===== config.mk =====
export PLATFORM = sky130hd
export DESIGN_NAME = sys_arr_feed_ctrl
export DESIGN_NICKNAME = d
export VERILOG_FILES = /design/src/rtl/dsp_sys_arr_pkg.sv /design/src/rtl/sys_arr_feed_ctrl_feed_lane.sv /design/src/rtl/sys_arr_feed_ctrl.sv
export SDC_FILE = /design/constraint.sdc
export NUM_CORES = 2
export LEC_CHECK = 0
export CORE_AREA = 2 2 510 385
export DETAILED_ROUTE_END_ITERATION = 12
export DIE_AREA = 0 0 512 387
export PLACE_DENSITY = 0.6
export REMOVE_ABC_BUFFERS = 1
export SLEW_MARGIN = 30
export SYNTH_ARGS = -nofsm -noshare
export SYNTH_HDL_FRONTEND = slang
export SYNTH_SLANG_ARGS = --single-unit

===== constraint.sdc =====
create_clock -name clk -period 4.8 [get_ports clk]
set_clock_uncertainty 0.15 [all_clocks]
set_input_delay 0.96 -clock clk [delete_from_list [all_inputs] [get_ports clk]]
set_output_delay 0.96 -clock clk [all_outputs]
set_load 0.02 [all_outputs]

===== src/rtl/dsp_sys_arr_pkg.sv =====
// Shared types for the systolic-array datapath: operand format and feed FSM encoding.
package dsp_sys_arr_pkg;

  typedef struct packed {
    logic        sign;
    logic [7:0]  exponent;
    logic [22:0] mantissa;
  } single_float;

  typedef logic [1:0] feed_state_t;

  localparam feed_state_t FS_IDLE      = 2'd0;
  localparam feed_state_t FS_FEED      = 2'd1;
  localparam feed_state_t FS_WAIT_DONE = 2'd2;
  localparam feed_state_t FS_DONE      = 2'd3;

  localparam logic [15:0] WDOG_MAX = 16'hFFFF;

endpackage


===== src/rtl/sys_arr_feed_ctrl_feed_lane.sv =====
// One edge lane: K-entry operand buffer, read pointer and registered valid/data toward the array.
module feed_lane
  import dsp_sys_arr_pkg::*;
#(
  parameter int unsigned K  = 8,
  parameter int unsigned KW = 4
) (
  input  logic          clk,
  input  logic          rst_n,
  input  logic          wr_en_i,
  input  logic [KW-1:0] wr_k_i,
  input  single_float   wr_dat_i,
  input  logic          clear_i,
  input  logic          elig_nxt_i,
  input  logic          ready_i,
  output logic          valid_o,
  output single_float   dat_o,
  output logic          fin_nxt_c_o
);

  localparam int unsigned IW = (K > 1) ? $clog2(K) : 1;

  single_float   buf_q [K];
  logic [KW-1:0] k_q, k_d;
  logic          valid_q, valid_d;
  single_float   dat_q, dat_d;
  logic [IW-1:0] rd_idx;
  logic          wr_ok;

  assign wr_ok = wr_en_i && (wr_k_i < KW'(K));

  // Operand storage is deliberately not reset.
  always_ff @(posedge clk) begin
    if (wr_ok) buf_q[IW'(wr_k_i)] <= wr_dat_i;
  end

  // A write landing in the start cycle is forwarded so the first beat sees it.
  always_comb begin
    k_d     = k_q;
    valid_d = 1'b0;
    dat_d   = '0;
    if (clear_i) begin
      k_d = '0;
    end else if (valid_q && ready_i) begin
      k_d = k_q + KW'(1);
    end
    rd_idx = IW'(k_d);
    if (elig_nxt_i && (k_d < KW'(K))) begin
      valid_d = 1'b1;
      dat_d   = (wr_ok && (wr_k_i == k_d)) ? wr_dat_i : buf_q[rd_idx];
    end
  end

  assign fin_nxt_c_o = (k_d == KW'(K));

  always_ff @(posedge clk or negedge rst_n) begin
    if (!rst_n) begin
      k_q     <= '0;
      valid_q <= 1'b0;
      dat_q   <= '0;
    end else begin
      k_q     <= k_d;
      valid_q <= valid_d;
      dat_q   <= dat_d;
    end
  end

  assign valid_o = valid_q;
  assign dat_o   = dat_q;

endmodule


===== src/rtl/sys_arr_feed_ctrl.sv =====
// Edge scheduler for an N x N systolic array: skewed per-lane operand streaming and completion tracking.
// Optional watchdog on WAIT_DONE enabled by defining SYS_ARR_FEED_WDOG_EN.
module sys_arr_feed_ctrl
  import dsp_sys_arr_pkg::*;
#(
  parameter int unsigned N  = 4,
  parameter int unsigned K  = 8,
  parameter int unsigned LW = (N > 1) ? $clog2(N) : 1,
  parameter int unsigned KW = $clog2(K + 1)
) (
  input  logic            clk,
  input  logic            rst_n,
  input  logic            start_i,
  output logic            busy_o,
  output logic            done_o,
  output logic            err_o,
  input  logic            ld_en_i,
  output logic            ld_ready_o,
  input  logic            ld_is_col_i,
  input  logic [LW-1:0]   ld_lane_i,
  input  logic [KW-1:0]   ld_k_i,
  input  single_float     ld_dat_i,
  output logic [N-1:0]    row_in_valid_o,
  input  logic [N-1:0]    row_in_ready_i,
  output logic [N*32-1:0] row_in_dat_o,
  output logic [N-1:0]    col_in_valid_o,
  input  logic [N-1:0]    col_in_ready_i,
  output logic [N*32-1:0] col_in_dat_o,
  input  logic [N*N-1:0]  comp_done_i,
  input  logic [N*N-1:0]  error_bit_i
);

  localparam int unsigned FW = $bits(single_float);

  feed_state_t   state_q, state_d;
  logic [LW-1:0] t_q, t_d;
  logic          busy_q, done_q, err_q, err_d, ld_ready_q;
  logic          start_ok, ld_ok;
  logic [N-1:0]  elig_nxt, row_fin, col_fin;
  single_float   row_dat [N];
  single_float   col_dat [N];
`ifdef SYS_ARR_FEED_WDOG_EN
  logic [15:0]   wdog_q, wdog_d;
`endif

  assign ld_ok = ld_en_i && (state_q == FS_IDLE);

  // Next-state, skew counter and sticky error.
  always_comb begin
    state_d  = state_q;
    t_d      = t_q;
    err_d    = err_q;
    start_ok = 1'b0;
    elig_nxt = '0;
`ifdef SYS_ARR_FEED_WDOG_EN
    wdog_d   = wdog_q;
`endif
    case (state_q)
      FS_IDLE: begin
        if (start_i) begin
          state_d  = FS_FEED;
          t_d      = '0;
          start_ok = 1'b1;
        end
      end
      FS_FEED: begin
        if (t_q != LW'(N - 1)) t_d = t_q + LW'(1);
        if (&{row_fin, col_fin}) begin
          state_d = FS_WAIT_DONE;
`ifdef SYS_ARR_FEED_WDOG_EN
          wdog_d  = '0;
`endif
        end
      end
      FS_WAIT_DONE: begin
        if (&comp_done_i) begin
          state_d = FS_DONE;
        end
`ifdef SYS_ARR_FEED_WDOG_EN
        else if (wdog_q == WDOG_MAX) begin
          state_d = FS_DONE;
          err_d   = 1'b1;
        end else begin
          wdog_d = wdog_q + 16'd1;
        end
`endif
      end
      FS_DONE: state_d = FS_IDLE;
      default: state_d = FS_IDLE;
    endcase
    if (((state_q == FS_FEED) || (state_q == FS_WAIT_DONE)) && (|error_bit_i)) err_d = 1'b1;
    if (start_ok) err_d = 1'b0;
    // Skew is purely time-based: lane i may issue once t has reached i.
    for (int unsigned i = 0; i < N; i++) begin
      elig_nxt[i] = (state_d == FS_FEED) && (t_d >= LW'(i));
    end
  end

  always_ff @(posedge clk or negedge rst_n) begin
    if (!rst_n) begin
      state_q    <= FS_IDLE;
      t_q        <= '0;
      busy_q     <= 1'b0;
      done_q     <= 1'b0;
      err_q      <= 1'b0;
      ld_ready_q <= 1'b1;
`ifdef SYS_ARR_FEED_WDOG_EN
      wdog_q     <= '0;
`endif
    end else begin
      state_q    <= state_d;
      t_q        <= t_d;
      busy_q     <= (state_d == FS_FEED) || (state_d == FS_WAIT_DONE);
      done_q     <= (state_d == FS_DONE);
      err_q      <= err_d;
      ld_ready_q <= (state_d == FS_IDLE);
`ifdef SYS_ARR_FEED_WDOG_EN
      wdog_q     <= wdog_d;
`endif
    end
  end

  assign busy_o     = busy_q;
  assign done_o     = done_q;
  assign err_o      = err_q;
  assign ld_ready_o = ld_ready_q;

  for (genvar g = 0; g < N; g++) begin : g_lane
    feed_lane #(.K(K), .KW(KW)) u_row (
      .clk         (clk),
      .rst_n       (rst_n),
      .wr_en_i     (ld_ok && !ld_is_col_i && (ld_lane_i == LW'(g))),
      .wr_k_i      (ld_k_i),
      .wr_dat_i    (ld_dat_i),
      .clear_i     (start_ok),
      .elig_nxt_i  (elig_nxt[g]),
      .ready_i     (row_in_ready_i[g]),
      .valid_o     (row_in_valid_o[g]),
      .dat_o       (row_dat[g]),
      .fin_nxt_c_o (row_fin[g])
    );

    feed_lane #(.K(K), .KW(KW)) u_col (
      .clk         (clk),
      .rst_n       (rst_n),
      .wr_en_i     (ld_ok && ld_is_col_i && (ld_lane_i == LW'(g))),
      .wr_k_i      (ld_k_i),
      .wr_dat_i    (ld_dat_i),
      .clear_i     (start_ok),
      .elig_nxt_i  (elig_nxt[g]),
      .ready_i     (col_in_ready_i[g]),
      .valid_o     (col_in_valid_o[g]),
      .dat_o       (col_dat[g]),
      .fin_nxt_c_o (col_fin[g])
    );

    assign row_in_dat_o[FW*g +: FW] = row_dat[g];
    assign col_in_dat_o[FW*g +: FW] = col_dat[g];
  end

endmodule


==> flow_summary.yaml <==
synthesis:
  ys_warn_count: 0
  ys_types: 67
  synth_top_area_cell: "edfxtp_1"
  ys_ff_latch: 2352
  syn_area_per_cell_sq_um: 17.6
  synth_edf_count: 2048
  syn_inst: 5136
  ys_async_sr_fraction_pct: 12.9
  synth_area_leaders: "edfxtp_1 (68%), dfrtp_1 (8.4%), mux2i_1 (7.9%), mux4_2 (4.0%), o22ai_1 (1.8%)"
  syn-cell-area_sq_um: 90300
  yosysSeqAreaShare_pct: 76.6
  synthFlopType: "edfxtp_1"
  synth_top_area_share_pct: 68.1
die:
  io_pins: 351
  dieArea_sq_um: 198000
  die_h_um: 387
  row_count: 140
  initial_core_util_pct: 46.7
  die_w_um: 512
  coreArea_sq_um: 193000
pwr:
  power.total_mw: 40.2
  p_leak_nw: 35.6
  power_per_cell_area_nw_per_um2: 380
  peakVddDrop_v: 0.000342
setup_path:
  worstPathArrival_ps: 4660
  cp_cell_sequence: "inv_1 -> ha_1 -> buf_4 -> nand2_1 -> o21ai_0 -> nand2_1 -> or4b_1 -> nor4_2 -> a21oi_1 -> ha_1 -> o21ai_0 -> buf_4 -> nor2_2 -> buf_12 -> o21ai_0 -> nor2_1"
  rr_worst_depth: 16
  cp_slowest_cell: "or4b_1"
  slowest_delay_ps: 570
  crit_fanout: 33
  worst-r2r-setup-slack_ps: 700
  crit_top_cell: "o21ai_0"
  reg2reg_from: "state_q[1]"
  worstPathRequired_ps: 5360
  start_kind: "flip-flop"
  crit_path_end_kind: "flip-flop"
  critPathKind: "reg2reg"
  critPathLaunch: "state_q[1]"
sta:
  rsz0062_at_grt: "false"
  slew_headroom_pct: 33.5
  hold_viol_final: 0
  maxClockFrequency_ghz: 0.244
  drv_slew: 0
  hold_slack_ps: 354
  min_period_ps: 4100
  worst_slew_pin_slew_ps: 998
  period_share_pct: 85.5
  setup_violations: 0
layout:
  syn2layout_area_growth_pct: 17.2
  drive_gt1_share_pct: 14.9
  post-route-util_pct: 54.8
  finalNetCount: 5735
  design_area_sq_um: 106000
route:
  ant_nets: 0
  vias: 48675
  routedWlPerCell_um: 28.1
  drcViolationCount: 0
  wl_um: 236000
  drt_iter0_markers: 5049
  vias_per_cell: 5.79
  drt_first_pass_iters: 6
global_route:
  grt_pass1_wl_um: 341000
  groute.layer.met1.usage_pct: 34.3
  grt_remaining_overflow: 0
  grtUsageMet3_pct: 3.67
  antenna_found_initial: 19
  grt_max_degree: 131
  grt_pass1_vias: 48002
  gr-usage-met2_pct: 37.7
  grtUsageTotal_pct: 23.6
  top_usage_layer: "met2"
clocking:
  ctsRootBufferMaster: "clkbuf_16"
  clkSinkCount: 2352
  htree_levels: 4
  numCtsBuffers: 217
  clk_pin_slew_ps: 70
  clk_path_buf_depth: 3
  cts_tree: "done"
  postCtsSetupRepairBufs: 0
  clk_latency_ps: 850
run:
  drv_cap: 0
worst_hold_path:
  min_path_type: "reg2reg"
  min_from: "err_o"
  whs_path_depth: 2
placement:
  hpwlAfterDp_um: 129000
  dpl-instance-area_sq_um: 98600
  io_buffers: 350
  gp_routability_congestion: 0.831
outcome:
  status: "finished clean"
-- cell usage after synthesis, types with 13 or more instances --
library cell and n:
a211oi_1 96, a21oi_1 145, a22oi_1 33, a311oi_1 31
and2_1 37, buf_1 13, buf_2 122, buf_4 30
clkbuf_1 148, dfrtp_1 303, edfxtp_1 2048, ha_1 15
inv_1 21, mux2i_1 710, mux4_2 162, nand2_1 137
nand3_1 118, nor2_1 263, nor3_1 130, o211a_1 32
o21ai_0 139, o22ai_1 257, xnor2_1 26
-- cell families after synthesis --
group / synth area share (%)
AO/OA/AOI/OAI: 5.39
XOR/XNOR: 0.374
adder cells (fa/ha/maj): 0.208
buffers and inverters: 1.73
flip-flops: 76.6
multiplexers: 12.0
AND/OR/NAND/NOR: 3.76
-- worst max-delay path: cells and delay by family (launching register included) --
kind,cells,cell delay [ps]
AND/OR/NAND/NOR,6,1530
AO/OA/AOI/OAI,4,700
buffers and inverters,4,670
adder cells (fa/ha/maj),2,460
flip-flops,1,420
-- power breakdown --
part / total, mW / switching (mW) / leakage [nW] / internal, mW
clock: 17.2 / 7.51 / 3.48 / 9.64
sequential: 22.2 / 0.00180 / 22.6 / 22.2
combinational: 0.838 / 0.649 / 9.47 / 0.188
total: 40.2 / 8.17 / 35.6 / 32.1
-- routing by layer --
metal,part of all wire (%),vias to the layer above
li1,-,21349
met1,44,25375
met2,48,1667
met3,6.5,284
met4,2.2,0
met5,0,-
-- layout make-up --
type                            count  area (sq um)
Sequential cell                  2352         69100
Tap cell                         2556          3200
Multi-Input combinational cell   2444         20200
Clock inverter                    101           957
Inverter                           24          98.8
Clock buffer                      311          6130
Timing Repair Buffer              598          6030
Fill cell                       15059         87400
Antenna cell                       20          50.0
-- metrics by stage --
stage	instances	worst slack [ps]	setup TNS [ps]
6_report	8406	697	0
5_1_grt	8391	374	0
4_1_cts	8383	745	0
3_5_place_dp	7970	1.88	0
3_3_place_gp	7968	146	0
2_1_floorplan	4820	-8660	-1110140
-- state kept, by name, indices dropped and copies added (netlist names) --
signal                flops
busy_o                    1
g_lane.u_row.buf_q     1024
done_o                    1
g_lane.u_col.dat_o      128
ld_ready_o                1
g_lane.u_row.dat_o      128
g_lane.u_col.k_q         16
err_o                     1
g_lane.u_row.valid_o      4
g_lane.u_col.buf_q     1024
g_lane.u_col.valid_o      4
state_q                   2
t_q                       2
g_lane.u_row.k_q         16
-- worst paths after layout --
| kind | end |
|---|---|
| min in group asynchronous | g_lane[1].u_row.dat_o[22] |
| setup reg to reg | g_lane[1].u_row.dat_o[13] |
| hold reg to reg | err_o |
| setup / recovery | g_lane[1].u_row.dat_o[13] |
| hold / removal | err_o |
| max in group asynchronous | g_lane[2].u_row.dat_o[10] |
-- placed cells by master, fill, tap and decap left out, drive strengths merged, types with 119 or more instances in the layout --
master and instances:
edfxtp 2048, nor3 130, mux4 162, clkdlybuf4s50 317, nand2 137, a21oi 146, o22ai 257, clkbuf 311
dfrtp 303, o21ai 150, nor2 268, mux2i 710, buf 280, nand3 119
-- repair_timing --
action	4_1_cts	5_1_grt
setup endpoints to repair	0	0
hold buffers	1	0
resized for setup	0	0
hold endpoints to repair	37	0
Power figures use the tool's default switching activity.
